**config.mk**
```make
export PLATFORM = sky130hd
export DESIGN_NAME = uart_tx_reg_module_flat
export DESIGN_NICKNAME = d
export VERILOG_FILES = /design/src/rtl/uart_tx_reg_module_if.sv /design/src/rtl/uart_tx_reg_module.sv /design/src/flat_wrapper.sv
export SDC_FILE = /design/constraint.sdc
export NUM_CORES = 1
export LEC_CHECK = 0
export BUFFER_PORTS_ARGS = -buffer_cell sky130_fd_sc_hd__buf_2
export CORE_UTILIZATION = 30
export DETAILED_ROUTE_END_ITERATION = 10
export PLACE_DENSITY = 0.49
export SETUP_SLACK_MARGIN = 0.2
export SYNTH_ARGS = -nofsm -noshare
export SYNTH_HDL_FRONTEND = slang
export SYNTH_SLANG_ARGS = --single-unit
export TNS_END_PERCENT = 1
```
**constraint.sdc**
```tcl
create_clock -name clk -period 4.9 [get_ports clk]
set_clock_uncertainty 0.15 [all_clocks]
set_input_delay 0.245 -clock clk [delete_from_list [all_inputs] [get_ports clk]]
set_output_delay 0.245 -clock clk [all_outputs]
set_load 0.02 [all_outputs]
```
**src/rtl/uart_tx_reg_module_if.sv**
```systemverilog
// Handshake bundle between register logic, the word-to-byte serializer and the UART byte transmitter.
interface uart_tx_reg_module_if #(
    parameter int REG_SIZE = 32
);
    logic [REG_SIZE-1:0] reg_data;
    logic                reg_valid;
    logic                reg_ready;
    logic [7:0]          tx_data;
    logic                tx_data_valid;
    logic                tx_ack;
    logic                tx_busy;
    logic                frame_done;

    modport master (
        output reg_data, reg_valid, tx_ack,
        input  reg_ready, tx_data, tx_data_valid, tx_busy, frame_done
    );

    modport slave (
        input  reg_data, reg_valid, tx_ack,
        output reg_ready, tx_data, tx_data_valid, tx_busy, frame_done
    );
endinterface

```
**src/rtl/uart_tx_reg_module.sv**
```systemverilog
// Serializes one REG_SIZE-bit word into bytes for the UART transmitter, MSB byte first by default.
// Define UART_TX_REG_LSB_FIRST_EN to send the LSB byte first instead.
module uart_tx_reg_module #(
    parameter int REG_SIZE = 32
) (
    input  logic                  clk,
    input  logic                  rst,
    uart_tx_reg_module_if.slave   bus
);
    localparam int N_BYTES = REG_SIZE / 8;
    localparam int CNT_W   = $clog2(N_BYTES + 1);

    localparam logic [1:0] ST_IDLE = 2'd0;
    localparam logic [1:0] ST_SEND = 2'd1;
    localparam logic [1:0] ST_DONE = 2'd2;

    logic [1:0]          r_state;
    logic [REG_SIZE-1:0] r_shift;
    logic [CNT_W-1:0]    r_count;
    logic [7:0]          r_tx_data;
    logic                r_reg_ready;
    logic                r_tx_data_valid;
    logic                r_tx_busy;
    logic                r_frame_done;

    wire                w_accept = bus.reg_valid && r_reg_ready;
    wire [REG_SIZE-1:0] w_shift_next;
    wire [7:0]          w_first_byte;
    wire [7:0]          w_next_byte;

`ifdef UART_TX_REG_LSB_FIRST_EN
    assign w_shift_next = r_shift >> 8;
    assign w_first_byte = bus.reg_data[7:0];
    assign w_next_byte  = w_shift_next[7:0];
`else
    assign w_shift_next = r_shift << 8;
    assign w_first_byte = bus.reg_data[REG_SIZE-1 -: 8];
    assign w_next_byte  = w_shift_next[REG_SIZE-1 -: 8];
`endif

    // NOTE: state uses non-blocking assignments so every register samples pre-edge values.
    always_ff @(posedge clk or posedge rst) begin
        if (rst) begin
            r_state         <= ST_IDLE;
            r_shift         <= '0;
            r_count         <= '0;
            r_tx_data       <= 8'h00;
            r_reg_ready     <= 1'b1;
            r_tx_data_valid <= 1'b0;
            r_tx_busy       <= 1'b0;
            r_frame_done    <= 1'b0;
        end else begin
            case (r_state)
                ST_IDLE: begin
                    if (w_accept) begin
                        r_shift         <= bus.reg_data;
                        r_count         <= CNT_W'(N_BYTES);
                        r_tx_data       <= w_first_byte;
                        r_reg_ready     <= 1'b0;
                        r_tx_data_valid <= 1'b1;
                        r_tx_busy       <= 1'b1;
                        r_state         <= ST_SEND;
                    end
                end
                ST_SEND: begin
                    // tx_data holds until the transmitter acks it; no bubble between bytes.
                    if (bus.tx_ack) begin
                        r_count <= r_count - CNT_W'(1);
                        if (r_count > CNT_W'(1)) begin
                            r_shift   <= w_shift_next;
                            r_tx_data <= w_next_byte;
                        end else begin
                            r_tx_data_valid <= 1'b0;
                            r_frame_done    <= 1'b1;
                            r_state         <= ST_DONE;
                        end
                    end
                end
                ST_DONE: begin
                    r_frame_done <= 1'b0;
                    r_tx_busy    <= 1'b0;
                    r_reg_ready  <= 1'b1;
                    r_state      <= ST_IDLE;
                end
                default: begin
                    r_state <= ST_IDLE;
                end
            endcase
        end
    end

    assign bus.reg_ready     = r_reg_ready;
    assign bus.tx_data       = r_tx_data;
    assign bus.tx_data_valid = r_tx_data_valid;
    assign bus.tx_busy       = r_tx_busy;
    assign bus.frame_done    = r_frame_done;
endmodule

```
**src/flat_wrapper.sv**
```systemverilog
// flat-port wrapper written by rule: the top's interface ports become plain ports
module uart_tx_reg_module_flat 
#(
    parameter int REG_SIZE = 32
)
  (clk, rst, bus_reg_data, bus_reg_valid, bus_tx_ack, bus_reg_ready, bus_tx_data, bus_tx_data_valid, bus_tx_busy, bus_frame_done);
  uart_tx_reg_module_if #(.REG_SIZE(REG_SIZE)) bus_i ();
  input  logic clk;
  input  logic rst;
  input wire logic [$bits(bus_i.reg_data)-1:0] bus_reg_data;
  input wire logic [$bits(bus_i.reg_valid)-1:0] bus_reg_valid;
  input wire logic [$bits(bus_i.tx_ack)-1:0] bus_tx_ack;
  output wire logic [$bits(bus_i.reg_ready)-1:0] bus_reg_ready;
  output wire logic [$bits(bus_i.tx_data)-1:0] bus_tx_data;
  output wire logic [$bits(bus_i.tx_data_valid)-1:0] bus_tx_data_valid;
  output wire logic [$bits(bus_i.tx_busy)-1:0] bus_tx_busy;
  output wire logic [$bits(bus_i.frame_done)-1:0] bus_frame_done;
  assign bus_i.reg_data = bus_reg_data;
  assign bus_i.reg_valid = bus_reg_valid;
  assign bus_i.tx_ack = bus_tx_ack;
  assign bus_reg_ready = bus_i.reg_ready;
  assign bus_tx_data = bus_i.tx_data;
  assign bus_tx_data_valid = bus_i.tx_data_valid;
  assign bus_tx_busy = bus_i.tx_busy;
  assign bus_frame_done = bus_i.frame_done;
  uart_tx_reg_module #(.REG_SIZE(REG_SIZE)) u_core (.clk(clk), .rst(rst), .bus(bus_i));
endmodule
```
; Word-level counts from Yosys, hierarchy flattened
; Index checks and enable logic that the tools add are counted.
[op_classes]
add_sub_neg = 1
order_cmp = 1
n_eq_ne = 6
n_mux = 25
n_reduce_logical = 11
[ops]
columns = cell, n
row1 = $mux 24, 3
row2 = $pmux 24 s2, 1
row3 = $mux 8, 3
row4 = $pmux 8 s2, 1
row5 = $reduce_and 3->1, 3
row6 = $pmux 1 s2, 4
row7 = $reduce_and 4->1, 2
row8 = $mux 1, 6
row9 = $mux 2, 3
row10 = $mux 3, 2
row11 = $pmux 3 s2, 1
row12 = $reduce_bool 2->1, 3
row13 = $ne 2x1->1 const B, 2
row14 = $ne 2x2->1 const B, 2
row15 = $pmux 2 s2, 1
row16 = $gt 3x1->1 const B, 1
row17 = $sub 3x1->3 const B, 1
row18 = $eq 2x1->1 const B, 1
row19 = $eq 2x2->1 const B, 1
row20 = $logic_not 2->1, 1
row21 = $reduce_and 2->1, 1
row22 = $logic_and 1x1->1, 1
[totals]
regBits = 41
input_bits = 36
output_inout_bits = 12
word_cells = 52

; Logic depth before layout (Yosys ltp)
[depth]
ltp_word = 4
depth_mapped = 6
mapped_depth_nobuf = 5

; Worst setup path after synthesis
; No wires, ideal clock.
[synth_timing]
kind = reg2reg
from = register u_core.r_reg_ready, in the netlist u_core.bus.reg_ready
to = register u_core.r_tx_data[0], in the netlist u_core.bus.tx_data[0]
setup_time_ns = 0.125
t_arrival_ns = 1.647
t_required_ns = 4.625
path_slack_ns = 2.978
path_stages_with_launch = 5
n_path_buf = 1
synth_period_minus_slack_ns = 1.922
path_cell_list = dfstp_2 nand4bb_1 a32oi_4 buf_6 mux2_2
[synth_between]
elab_chain_cells = 3
[synth_lines]
columns = item, line_no
row1 = start: declaration, uart_tx_reg_module.sv:21  ; logic r_reg_ready;
row2 = start signal: assignment, uart_tx_reg_module.sv:48  ; r_reg_ready <= 1'b1;
row3 = start signal: assignment, uart_tx_reg_module.sv:59  ; r_reg_ready <= 1'b0;
row4 = start signal: assignment, uart_tx_reg_module.sv:82  ; r_reg_ready <= 1'b1;
row5 = $logic_and 1x1->1, uart_tx_reg_module.sv:26  ; wire w_accept = bus.reg_valid && r_reg_ready;
row6 = $ne 2x1->1 (no source line), n/a
row7 = $reduce_and 4->1 (no source line), n/a
row8 = end signal: assignment, uart_tx_reg_module.sv:58  ; r_tx_data <= w_first_byte;
row9 = end signal: assignment, uart_tx_reg_module.sv:71  ; r_tx_data <= w_next_byte;
row10 = end: declaration, uart_tx_reg_module.sv:20  ; logic [7:0] r_tx_data;
; No other way between the ends.
; A chain may end at the register's enable or synchronous reset.

; Final worst setup path
[layout_timing]
from = register u_core.r_state[0]
to = register u_core.r_shift[20]
[layout_between]
elab_chain_cells = 3
elab_cells_between_ends = 8
classes_between = eq/ne (4) / mux (1) / reduce/logical (3)
[layout_lines]
columns = item, line_no
row1 = start: declaration, uart_tx_reg_module.sv:17  ; logic [1:0] r_state;
row2 = start signal: assignment, uart_tx_reg_module.sv:44  ; r_state <= ST_IDLE;
row3 = start signal: assignment, uart_tx_reg_module.sv:62  ; r_state <= ST_SEND;
row4 = start signal: assignment, uart_tx_reg_module.sv:75  ; r_state <= ST_DONE;
row5 = $eq 2x1->1 or $logic_not 2->1 (tied branches), uart_tx_reg_module.sv:53  ; case (r_state)
row6 = $ne 2x1->1 (no source line) (tied with other cells), n/a
row7 = $reduce_and 4->1 (no source line), n/a
row8 = end signal: assignment, uart_tx_reg_module.sv:56  ; r_shift <= bus.reg_data;
row9 = end signal: assignment, uart_tx_reg_module.sv:70  ; r_shift <= w_shift_next;
row10 = end: declaration, uart_tx_reg_module.sv:18  ; logic [REG_SIZE-1:0] r_shift;
; Several ways; a longest one is shown, not always the timed one.

==> impl_metrics.py <==
metrics = {
    "timing": {
        "period_minus_slack_ps": 2454,
        "fin_setup_tns_ps": 0,
        "min_period_over_period_pct": 50.08,
        "slew_viol_final": 0,
        "fmax_mhz": 407.5,
        "slew_headroom_pct": 29.56,
        "tightest_slew_ps": 1057,
        "rsz0062_at_grt": "false",
        "setup_viol": 0,
        "hold_ws_ps": -27.59,
        "hold_violations": 40,
    },
    "cts": {
        "cts_root_buf": "clkbuf_8",
        "cts_tree": "yes",
        "hold_buffers": 0,
        "htree_levels": 2,
        "clock_path_buffers": 2,
        "post-cts-setup-buffers": 0,
        "numCtsBuffers": 5,
        "clock_sinks": 41,
        "post_cts_resized": 0,
        "clk_latency_ps": 290,
        "clkTransAtPathRegs_ps": 70,
    },
    "critical_path": {
        "cp-start-kind": "flop",
        "rr_endpoint": "u_core.r_shift[20]",
        "r2r_start": "u_core.r_state[0]",
        "path_max_fanout": 24,
        "startpoint": "u_core.r_state[0]",
        "crit_slowest_cell": "a32oi_4",
        "worstSetupPathType": "reg -> reg",
        "end_kind": "flop",
        "ff2ff_setup_slack_ps": 2450,
        "timing.critical_path.required_ps": 4920,
        "crit_chain": "nand4bb_1 -> a32oi_4 -> mux2_2",
        "cp.arrival_ps": 2480,
        "reg2regPathDepth": 3,
        "cp_slowest_stage_delay_ps": 860,
    },
    "detailed_routing": {
        "drt_wl_total_mm": 3.986,
        "detail-route-antenna-nets": 0,
        "drt-vias-per-instance": 4.893,
        "route.detailed.drc": 0,
        "drt_iter0_drc": 68,
        "routedWlPerCell_um": 15.21,
        "vias": 1282,
        "dr.pass1.iters": 5,
    },
    "layout": {
        "syn_to_final_growth_pct": 19.58,
        "drive_above_1_share_pct": 57.22,
        "fillers": 592,
        "fin_cells": 262,
        "n_antenna_cell": 0,
        "fin_nets": 225,
    },
    "synth": {
        "synth_flop_cell": "dfrtp_1",
        "synth_top_family_by_area": "multiplexers",
        "synthAdderAreaFrac_pct": 1.297,
        "syn_avg_cell_area_um2": 13.78,
        "synth_fp_nets": 178,
        "synth_compound_area_share_pct": 9.728,
        "syn_area_mm2": 0.001929,
        "netlist.area_leader.share_pct": 51.88,
        "synthMuxAreaShare_pct": 28.02,
        "ys_seq_area_share_pct": 53.24,
        "synth_area_leaders": "dfrtp_1, mux2_2, a22o_1",
        "synthTopCellsByCount": "mux2_2, dfrtp_1, a22o_1, inv_1, o21ai_0",
        "async_flop_share_pct": 100.0,
        "yosysWarningCount": 0,
        "yosysMostFrequentCell": "mux2_2",
        "synth-simple-area-share_pct": 3.696,
        "synthCells": 140,
        "synth_cell_types": 28,
        "ys_ff_latch": 41,
        "synth_edf_count": 0,
        "yosysTopAreaCell": "dfrtp_1",
        "synth-xor-area-share_pct": 0,
    },
    "grt": {
        "grt_overflow": 0,
        "grt_max_degree": 42,
        "antenna_found_initial": 0,
        "grt_pass1_vias": 1365,
        "grt_first_pass_wirelength_mm": 6.513,
        "grt.total_usage_pct": 13.23,
    },
    "die": {
        "start_util_pct": 31.83,
        "coreArea_mm2": 0.006061,
        "die_area_mm2": 0.006756,
        "die_w_um": 82.20,
        "die_h_um": 82.20,
        "rows": 28,
        "ios": 48,
    },
    "place": {
        "place_congestion": 0.7231,
        "dp_cells": 255,
        "place_hpwl_mm": 2.805,
        "portBuffers": 47,
    },
    "power_and_ir_drop": {
        "swShare_pct": 33.95,
        "p_comb_share_pct": 39.4,
        "pwr-share-seq_pct": 44.3,
        "p_leak_uw": 0.001062,
        "p_switching_uw": 459.0,
        "power_density_mw_per_mm2": 585.9,
        "peakVddDrop_v": 0.0002605,
        "internal-power_uw": 892.9,
        "clock_power_share_pct": 16.4,
    },
    "run_status": {
        "violations": "negative hold slack",
        "status": "finished with violations",
    },
    "flow_run": {
        "max-cap-violations": 0,
    },
    "hold_path": {
        "hold_path_class": "in -> async",
    },
}
registers in the layout (all words and copies together), names as in the netlist:
signal,cells
u_core.bus.reg_ready,1
u_core.bus.frame_done,1
u_core.r_shift,24
u_core.r_state,2
u_core.bus.tx_data_valid,1
u_core.bus.tx_busy,1
u_core.r_count,3
u_core.bus.tx_data,8
per-layer routing:
| metal | part of all wire (%) | vias up | GRT usage (%) |
|---|---|---|---|
| li1 | - | 604 | - |
| met2 | 45 | 35 | 20.08 |
| met1 | 47 | 636 | 17.03 |
| met4 | 1.2 | 0 | 4.737 |
| met3 | 6.0 | 7 | 5.165 |
| met5 | 0 | - | 0 |
how the worst max path moves through the flow:
stage,endpoint,slack [ps],cells after the start
CTS,u_core.bus.tx_data[5],2470,3
floorplan,u_core.bus.tx_data[0],2980,4
global placement,u_core.r_shift[11],2550,3
global route,u_core.r_shift[10],2310,3
detailed placement,u_core.bus.tx_data[5],2480,3
finish,u_core.r_shift[20],2450,3
cells in the final DEF (no fill, tap or decap), types with 2 or more instances in the layout:
master,Yosys,routed
a31oi_1,2,2
mux2_2,48,48
nor2_1,2,2
a22o_1,8,8
ha_1,2,2
buf_2,2,47
inv_1,7,6
dfrtp_1,40,40
clkbuf_8,0,6
o21ai_0,6,6
nand2_1,2,2
power groups by stage:
stage	Sequential (uW)	Clock, uW	Combinational, uW
2_1_floorplan	632	0	372
3_3_place_gp	594	0	522
3_5_place_dp	603	0	539
4_1_cts	599	230	540
5_1_grt	621	246	580
6_report	598	221	532
critical path, delay by kind of cell, from the launching register on:
kind,cells,cell delay (ps)
flip-flops,1,520
AO/OA/AOI/OAI,1,860
AND/OR/NAND/NOR,1,380
multiplexers,1,420
final cells by class:
| cell class | count | area (um2) | area share (%) |
|---|---|---|---|
| Inverter | 7 | 26.28 | 1.139 |
| Timing Repair Buffer | 48 | 242.7 | 10.52 |
| Clock buffer | 7 | 86.33 | 3.742 |
| Multi-Input combinational cell | 84 | 830.8 | 36.01 |
| Sequential cell | 41 | 1027 | 44.52 |
| Tap cell | 75 | 93.84 | 4.067 |
metrics by stage:
step	area (um2)	total power (uW)	util [%]	hold slack [ps]	setup WS (ps)
floorplan	1929	1004	-	206.8	2978
global placement	2221	1116	36.64	317.6	2547
detailed placement	2221	1142	36.64	324.7	2481
CTS	2307	1369	38.07	4.675	2467
global route	2307	1448	38.07	20.53	2312
finish	2307	1352	38.07	-27.59	2446
cells by family (layout without fill, tap and decap cells):
family          Yosys count  in the layout
mux                      48             48
flops                    41             41
compound gates           23             23
buf+inv                  15             62
simple gates             11             11
fa+ha+maj                 2              2
Note: power is estimated with default switching activity, not from simulation.
